[config.mk]
export PLATFORM = sky130hd
export DESIGN_NAME = alu_fn_sequencer_flat
export DESIGN_NICKNAME = d
export VERILOG_FILES = /design/src/rtl/alu_fn_sequencer_if.sv /design/src/rtl/alu_fn_sequencer.sv /design/src/flat_wrapper.sv
export SDC_FILE = /design/constraint.sdc
export NUM_CORES = 1
export LEC_CHECK = 0
export BUFFER_PORTS_ARGS = -buffer_cell sky130_fd_sc_hd__buf_2
export CELL_PAD_IN_SITES_DETAIL_PLACEMENT = 0
export CELL_PAD_IN_SITES_GLOBAL_PLACEMENT = 1
export CORE_MARGIN = 2
export CORE_UTILIZATION = 39
export CTS_CLUSTER_SIZE = 20
export DETAILED_ROUTE_END_ITERATION = 10
export HOLD_SLACK_MARGIN = 0.08
export PLACE_DENSITY = 0.89
export SLEW_MARGIN = 10
export SYNTH_ARGS = -nofsm -noshare
export SYNTH_HDL_FRONTEND = slang
export SYNTH_SLANG_ARGS = --single-unit
export TNS_END_PERCENT = 1
[constraint.sdc]
create_clock -name clk -period 4.3 [get_ports clk]
set_input_delay 0.43 -clock clk [delete_from_list [all_inputs] [get_ports clk]]
set_output_delay 0.43 -clock clk [all_outputs]
set_load 0.02 [all_outputs]
[src/rtl/alu_fn_sequencer_if.sv]
// Handshake and datapath bundle between the instruction source, the ALU and the sequencer.
// Carries the flags vector only when ALU_FLAGS_EN is defined.
interface alu_fn_sequencer_if;
  logic       instr_valid;
  logic [7:0] instr;
  logic       instr_ready;
  logic [7:0] alu_result;
  logic       alu_carry;
  logic [2:0] f_code;
  logic       f_drive;
  logic       reg_load_a;
  logic       reg_load_d;
  logic [7:0] reg_wdata;
  logic       done;
  logic       illegal;
`ifdef ALU_FLAGS_EN
  logic [2:0] flags;
`endif

  modport master (
    output instr_valid, instr, alu_result, alu_carry,
    input  instr_ready, f_code, f_drive, reg_load_a, reg_load_d,
           reg_wdata, done, illegal
`ifdef ALU_FLAGS_EN
    , flags
`endif
  );

  modport slave (
    input  instr_valid, instr, alu_result, alu_carry,
    output instr_ready, f_code, f_drive, reg_load_a, reg_load_d,
           reg_wdata, done, illegal
`ifdef ALU_FLAGS_EN
    , flags
`endif
  );
endinterface

[src/rtl/alu_fn_sequencer.sv]
// Drives the 3-bit ALU function code for a relay settle time, then samples the result and loads A or D.
// Optional status flags {sign, carry, zero} are built when ALU_FLAGS_EN is defined.
//
// state  | meaning
// IDLE   | ready for an instruction byte, function lines released
// SETTLE | function lines energised, settle counter running down
// WRITE  | result registered, load strobe and done pulse
// ERR    | non-ALU byte accepted, illegal pulse
module alu_fn_sequencer #(
  parameter int unsigned SETTLE_CYCLES = 4
) (
  input  logic                 clk,
  input  logic                 rst_n,
  alu_fn_sequencer_if.slave    bus
);

  typedef enum logic [1:0] {
    S_IDLE   = 2'd0,
    S_SETTLE = 2'd1,
    S_WRITE  = 2'd2,
    S_ERR    = 2'd3
  } state_t;

  localparam logic [7:0] CNT_INIT = 8'(SETTLE_CYCLES - 1);
  localparam logic [2:0] FN_ADD   = 3'b000;
  localparam logic [2:0] FN_INC   = 3'b001;
  localparam logic [2:0] FN_NULL  = 3'b111;

  state_t     state_q, state_d;
  logic [7:0] cnt_q, cnt_d;
  logic [2:0] fff_q, fff_d;
  logic       dst_q, dst_d;
  logic [7:0] wdata_q, wdata_d;

  logic       ready;
  logic       drive;
  logic [2:0] fcode;
  logic       load_a;
  logic       load_d;
  logic       done_p;
  logic       illegal_p;

`ifdef ALU_FLAGS_EN
  logic       carry_q, carry_d;
  logic [2:0] flags_q, flags_d;
`endif

  always_ff @(posedge clk) begin
    if (!rst_n) begin
      state_q <= S_IDLE;
      cnt_q   <= '0;
      fff_q   <= '0;
      dst_q   <= 1'b0;
      wdata_q <= '0;
`ifdef ALU_FLAGS_EN
      carry_q <= 1'b0;
      flags_q <= '0;
`endif
    end else begin
      state_q <= state_d;
      cnt_q   <= cnt_d;
      fff_q   <= fff_d;
      dst_q   <= dst_d;
      wdata_q <= wdata_d;
`ifdef ALU_FLAGS_EN
      carry_q <= carry_d;
      flags_q <= flags_d;
`endif
    end
  end

  always_comb begin
    state_d   = state_q;
    cnt_d     = cnt_q;
    fff_d     = fff_q;
    dst_d     = dst_q;
    wdata_d   = wdata_q;
    ready     = 1'b0;
    drive     = 1'b0;
    fcode     = '0;
    load_a    = 1'b0;
    load_d    = 1'b0;
    done_p    = 1'b0;
    illegal_p = 1'b0;
`ifdef ALU_FLAGS_EN
    carry_d   = carry_q;
    flags_d   = flags_q;
`endif

    case (state_q)
      S_IDLE: begin
        ready = 1'b1;
        if (bus.instr_valid) begin
          if (bus.instr[7:4] == 4'b1000) begin
            state_d = S_SETTLE;
            cnt_d   = CNT_INIT;
            fff_d   = bus.instr[2:0];
            dst_d   = bus.instr[3];
          end else begin
            state_d = S_ERR;
          end
        end
      end

      S_SETTLE: begin
        drive = 1'b1;
        fcode = fff_q;
        if (cnt_q == '0) begin
          wdata_d = bus.alu_result;
`ifdef ALU_FLAGS_EN
          carry_d = bus.alu_carry;
`endif
          state_d = S_WRITE;
        end else begin
          cnt_d = cnt_q - 8'd1;
        end
      end

      S_WRITE: begin
        drive  = 1'b1;
        fcode  = fff_q;
        done_p = 1'b1;
        if (fff_q != FN_NULL) begin
          load_a = ~dst_q;
          load_d = dst_q;
`ifdef ALU_FLAGS_EN
          // Only ADD and INC produce a meaningful carry out of the relay adder.
          flags_d = {wdata_q[7],
                     ((fff_q == FN_ADD) || (fff_q == FN_INC)) ? carry_q : 1'b0,
                     (wdata_q == 8'd0)};
`endif
        end
        state_d = S_IDLE;
      end

      S_ERR: begin
        illegal_p = 1'b1;
        state_d   = S_IDLE;
      end

      default: state_d = S_IDLE;
    endcase
  end

  assign bus.instr_ready = ready;
  assign bus.f_drive     = drive;
  assign bus.f_code      = fcode;
  assign bus.reg_load_a  = load_a;
  assign bus.reg_load_d  = load_d;
  assign bus.done        = done_p;
  assign bus.illegal     = illegal_p;
  assign bus.reg_wdata   = wdata_q;
`ifdef ALU_FLAGS_EN
  assign bus.flags       = flags_q;
`endif

endmodule

[src/flat_wrapper.sv]
// flat-port wrapper written by rule: the top's interface ports become plain ports
module alu_fn_sequencer_flat 
#(
  parameter int unsigned SETTLE_CYCLES = 4
)
  (clk, rst_n, bus_instr_valid, bus_instr, bus_alu_result, bus_alu_carry, bus_instr_ready, bus_f_code, bus_f_drive, bus_reg_load_a, bus_reg_load_d, bus_reg_wdata, bus_done, bus_illegal);
  alu_fn_sequencer_if bus_i ();
  input  logic clk;
  input  logic rst_n;
  input wire logic [$bits(bus_i.instr_valid)-1:0] bus_instr_valid;
  input wire logic [$bits(bus_i.instr)-1:0] bus_instr;
  input wire logic [$bits(bus_i.alu_result)-1:0] bus_alu_result;
  input wire logic [$bits(bus_i.alu_carry)-1:0] bus_alu_carry;
  output wire logic [$bits(bus_i.instr_ready)-1:0] bus_instr_ready;
  output wire logic [$bits(bus_i.f_code)-1:0] bus_f_code;
  output wire logic [$bits(bus_i.f_drive)-1:0] bus_f_drive;
  output wire logic [$bits(bus_i.reg_load_a)-1:0] bus_reg_load_a;
  output wire logic [$bits(bus_i.reg_load_d)-1:0] bus_reg_load_d;
  output wire logic [$bits(bus_i.reg_wdata)-1:0] bus_reg_wdata;
  output wire logic [$bits(bus_i.done)-1:0] bus_done;
  output wire logic [$bits(bus_i.illegal)-1:0] bus_illegal;
  assign bus_i.instr_valid = bus_instr_valid;
  assign bus_i.instr = bus_instr;
  assign bus_i.alu_result = bus_alu_result;
  assign bus_i.alu_carry = bus_alu_carry;
  assign bus_instr_ready = bus_i.instr_ready;
  assign bus_f_code = bus_i.f_code;
  assign bus_f_drive = bus_i.f_drive;
  assign bus_reg_load_a = bus_i.reg_load_a;
  assign bus_reg_load_d = bus_i.reg_load_d;
  assign bus_reg_wdata = bus_i.reg_wdata;
  assign bus_done = bus_i.done;
  assign bus_illegal = bus_i.illegal;
  alu_fn_sequencer #(.SETTLE_CYCLES(SETTLE_CYCLES)) u_core (.clk(clk), .rst_n(rst_n), .bus(bus_i));
endmodule
-- Word-level counts from Yosys, hierarchy flattened
Index checks and enable logic that the tools add are counted.
W data, S select, Z words.
- register bits: 22
- bits of input ports: 20
- output and inout bits: 17
- word-level logic and storage cells: 42
- add/subtract/negate cells: 1
- equal/unequal tests: 9
- multiplexer cells: 17
- bitwise logic cells: 1
- reduce and logical (&&, ||, !) cells: 9
- operator list (cell ; count):
    $mux W8 ; 3
    $pmux W8 S2 ; 1
    $logic_not A8 Y1 ; 1
    $mux W1 ; 8
    $sub A8 B1 Y8 const B ; 1
    $mux W2 ; 3
    $pmux W2 S3 ; 1
    $eq A2 B2 Y1 const B ; 2
    $eq A4 B4 Y1 const B ; 1
    $ne A2 B1 Y1 const B ; 2
    $ne A2 B2 Y1 const B ; 2
    $reduce_and A2 Y1 ; 2
    $reduce_and A4 Y1 ; 1
    $reduce_or A2 Y1 ; 2
    $mux W3 ; 1
    $ne A3 B3 Y1 const B ; 1
    $reduce_and A3 Y1 ; 1
    $eq A2 B1 Y1 const B ; 1
    $logic_not A2 Y1 ; 1
    $reduce_bool A2 Y1 ; 1
    $not A1 Y1 ; 1

-- Longest topological paths before layout
- depth in word-level cells: 4
- mapped depth: 7
- mapped depth without buffers: 6

-- Least setup slack after synthesis
OpenSTA, ideal clock, no wires.
- path kind: register -> register
- start: reg u_core.state_q[0]
- end: reg u_core.cnt_q[4]
- library setup time: 61 ps
- arrival time: 1710 ps
- required time: 4239 ps
- setup slack: 2529 ps
- cell stages (with the launch flop): 6
- path buffers: 0
- clock period less this slack: 1771 ps
- cell sequence: dfxtp_1 -> inv_1 -> ha_1 -> a41oi_1 -> or4b_1 -> nand2_1
- longest elaborated chain between the ends: 3
- elaborated cells between the ends (all ways): 8
- classes of those cells: eq/ne: 4; mux: 1; reduce/logical: 3
- RTL lines (element ; RTL line ; RTL):
    start, declared ; alu_fn_sequencer.sv:29 ; state_t state_q, state_d;
    start signal, assigned ; alu_fn_sequencer.sv:60 ; state_q <= state_d;
    $eq A2 B1 Y1 / $logic_not A2 Y1 (equally long branches) ; alu_fn_sequencer.sv:90 ; case (state_q)
    $ne A2 B2 Y1 (no line), or another cell as far along ; - ;
    $reduce_and A4 Y1 (no line) ; - ;
    end signal, assigned ; alu_fn_sequencer.sv:61 ; cnt_q <= cnt_d;
    end, declared ; alu_fn_sequencer.sv:30 ; logic [7:0] cnt_q, cnt_d;
Parallel ways exist; a longest one is shown, timed or not.
A chain may end at the register's enable or synchronous reset.

-- Worst setup path after layout
- start: reg u_core.state_q[1]
- end: reg u_core.cnt_q[3]
Same word-level chain as after synthesis.

==> run summary <==
clock transition at the register clock pins on the worst setup and hold paths after CTS - 130 ps
required time of the critical path - 4530 ps
Clock Latency Late Sink - 300 ps
final estimated routing congestion in global placement - 0.8159
sequential-to-total area share from yosys stat - 37.97%
Inst Count DP - 193
run status - finished clean
Max Slew Vio Count - 0
ratio of total power to cell area - 578.3 nW/um^2
largest stage delay on the critical path - 540 ps
count of flip-flops with a built-in enable after synthesis - 0
standard cell with the maximum stage delay on the critical path - sky130_fd_sc_hd__nor2_1
type of element capturing the critical path - register
total routing resource utilization after global routing - 15.02%
vertical die dimension - 58.54 microns
diode count - 0
drt total wl - 2333 microns
first drt pass iteration count - 4
fraction of layout instances using a drive strength above 1 - 28.31%
Setup crit start kind - register
Worst Hold Class - in -> reg
cell family with most CP delay - simple AND/OR/NAND/NOR gates
port buffer count - 35
clock skew after layout - 1.767 ps
floorplan die area - 3426 sq um
area delta synth->final - 20.93%
Buffers & Inverters on Critical Path - 1
maximum number of pins on one net before global-route repair - 17
RSZ-0062 raised after global routing - false
Avg Vias per Cell - 5.213
number of placed I/O pins - 37
area inside the core boundary - 2781 sq um
vias after detailed routing - 1,027
type of the worst setup path - reg -> reg
final-report hold violation count - 0
Clock H-tree levels - 1
clock root cell - sky130_fd_sc_hd__clkbuf_4
number of core rows - 19
data arrival time at the worst-slack endpoint - 2400 ps
async set-reset flop share out of synthesis - 0%
reported leakage power - 0.6357 nW
max_cap viols - 0
most numerous cell types in the synthesized netlist - sky130_fd_sc_hd__dfxtp_1, sky130_fd_sc_hd__nand2_1, sky130_fd_sc_hd__a21oi_1, sky130_fd_sc_hd__inv_1, sky130_fd_sc_hd__nor2_1
area of the mapped netlist - 1160 sq um
worst slew pin tran - 728.1 ps
Antenna Violating Nets Remaining - 0
maximum clock path buffer count - 2
first-pass GRT wire length - 4133 microns
DRT iter0 DRCs - 8
TritonCTS clock tree - yes
initial antenna violation count - 0
post-synth top area share - 37.97%
Cells after Synth - 131
number of global-route vias before repair - 1,014
Initial Utilization - 41.70%
flop and latch count out of synthesis - 22
total of cells resized after clock tree synthesis - 0
total number of nets in the final design - 193
routed wirelength normalized by instance count - 11.84 microns
Fmax - 0.4599 GHz
post-layout min period - 2175 ps
overall die width - 58.54 microns
Synth Flop Type - sky130_fd_sc_hd__dfxtp_1
number of CTS-inserted buffers - 3
clock sink count - 22
number of DRC violations after detailed routing - 0
average cell area after synthesis - 8.854 sq um
CTS Hold Buffers Added - 0
worst max-slew margin expressed relative to the limit - 50.82%
worst-path cell chain - inv_1 > ha_1 > or4bb_1 > nor2_1 > o311ai_0 > o31ai_1
area leader, netlist - sky130_fd_sc_hd__dfxtp_1
grt ovf - 0
Post-Route Setup TNS - 0 ps
total power of the final layout - 0.8112 mW
Synth cell types - 38
final instance count without filler cells - 197
Crit Path Max Fanout - 11
crit share post-route - 50.57%
count of buffers added by post-CTS timing repair for setup - 0
Post-Syn Nets - 157
number of synthesis warnings - 0
worst ir drop on vdd - 0.0003313 V
library cell with the highest instance count after synthesis - sky130_fd_sc_hd__dfxtp_1
final count of negative-setup-slack endpoints - 0
top post-synthesis cells by area - sky130_fd_sc_hd__dfxtp_1, sky130_fd_sc_hd__nand2_1, sky130_fd_sc_hd__ha_1
filler cell count - 267
post-detailed-placement half-perimeter wirelength - 1819 microns
per-stage QoR:
step                instance area [sq um]  util [%]  hold WS (ps)  setup slack [ps]
finish                               1403     50.43         341.3              2125
global route                         1403     50.43         337.3              1963
CTS                                  1403     50.43         336.6              2131
detailed placement                   1350     48.54         449.7              2171
global placement                     1350     48.54         440.2              2210
floorplan                            1160         -         453.7              2529
kinds of logic after synthesis:
| group | after synthesis | share of synthesized area [%] |
|---|---|---|
| mux | 6 | 5.178 |
| buf+inv | 14 | 5.286 |
| simple gates | 53 | 25.14 |
| fa+ha+maj | 6 | 6.472 |
| compound gates | 30 | 19.96 |
| flops | 22 | 37.97 |
cell usage in the layout (no fill, tap or decap), types with 2 or more instances in the layout:
| master | n |
|---|---|
| sky130_fd_sc_hd__and3_1 | 2 |
| sky130_fd_sc_hd__a211oi_1 | 2 |
| sky130_fd_sc_hd__o21ai_0 | 4 |
| sky130_fd_sc_hd__nor2_1 | 9 |
| sky130_fd_sc_hd__or3_1 | 2 |
| sky130_fd_sc_hd__a21boi_0 | 2 |
| sky130_fd_sc_hd__a21oi_1 | 11 |
| sky130_fd_sc_hd__ha_1 | 6 |
| sky130_fd_sc_hd__nand2b_1 | 2 |
| sky130_fd_sc_hd__nand2_1 | 21 |
| sky130_fd_sc_hd__mux2i_1 | 6 |
| sky130_fd_sc_hd__and2_1 | 3 |
| sky130_fd_sc_hd__clkbuf_4 | 3 |
| sky130_fd_sc_hd__buf_2 | 35 |
| sky130_fd_sc_hd__inv_1 | 10 |
| sky130_fd_sc_hd__o211ai_1 | 2 |
| sky130_fd_sc_hd__nor4_1 | 3 |
| sky130_fd_sc_hd__nand3_1 | 2 |
| sky130_fd_sc_hd__dfxtp_1 | 22 |
final timing paths:
check,startpoint,end,slack [ps],cells past startpoint
setup / recovery,u_core.state_q[1],u_core.cnt_q[3],2130,6
hold / removal,bus_alu_result[2],u_core.bus.reg_wdata[2],340,3
setup reg to reg,u_core.state_q[1],u_core.cnt_q[3],2130,6
hold reg to reg,u_core.bus.reg_wdata[0],u_core.bus.reg_wdata[0],470,2
area by class of cell:
type                       count  area, sq um  area share [%]
clock inverter                 1        30.03           2.141
multi-input combinational     95        658.1           46.92
timing repair buffer          35        175.2           12.49
sequential                    22        440.4           31.40
inverter                      10        37.54           2.676
clock buffer                   3        22.52           1.606
tap                           31        38.79           2.765
registers in the layout, indices dropped and copies added, names as in the netlist:
signal	cells
u_core.dst_q	1
u_core.state_q	2
u_core.bus.reg_wdata	8
u_core.fff_q	3
u_core.cnt_q	8
worst reg2reg max path: stages, from the launching register on:
cell and delay (ps):
sky130_fd_sc_hd__dfxtp_1 370, sky130_fd_sc_hd__inv_1 90, sky130_fd_sc_hd__ha_1 240, sky130_fd_sc_hd__or4bb_1 490
sky130_fd_sc_hd__nor2_1 540, sky130_fd_sc_hd__o311ai_0 250, sky130_fd_sc_hd__o31ai_1 120
where the power goes:
| part | internal, mW | leakage, nW | switching (mW) | total (mW) |
|---|---|---|---|---|
| sequential | 0.245 | 0.179 | 0.0361 | 0.281 |
| clock | 0.0941 | 0.0279 | 0.0660 | 0.160 |
| combinational | 0.142 | 0.429 | 0.228 | 0.370 |
routing by layer:
metal	up-vias	wire length, microns	part of all wire, %	global-route usage, %
li1	529	-	-	-
met1	478	1044	45	17.31
met2	20	1196	51	28.57
met3	0	92	3.9	2.857
met4	0	0	0	2.990
met5	-	0	0	0
Note: power is estimated with default switching activity, not from simulation.
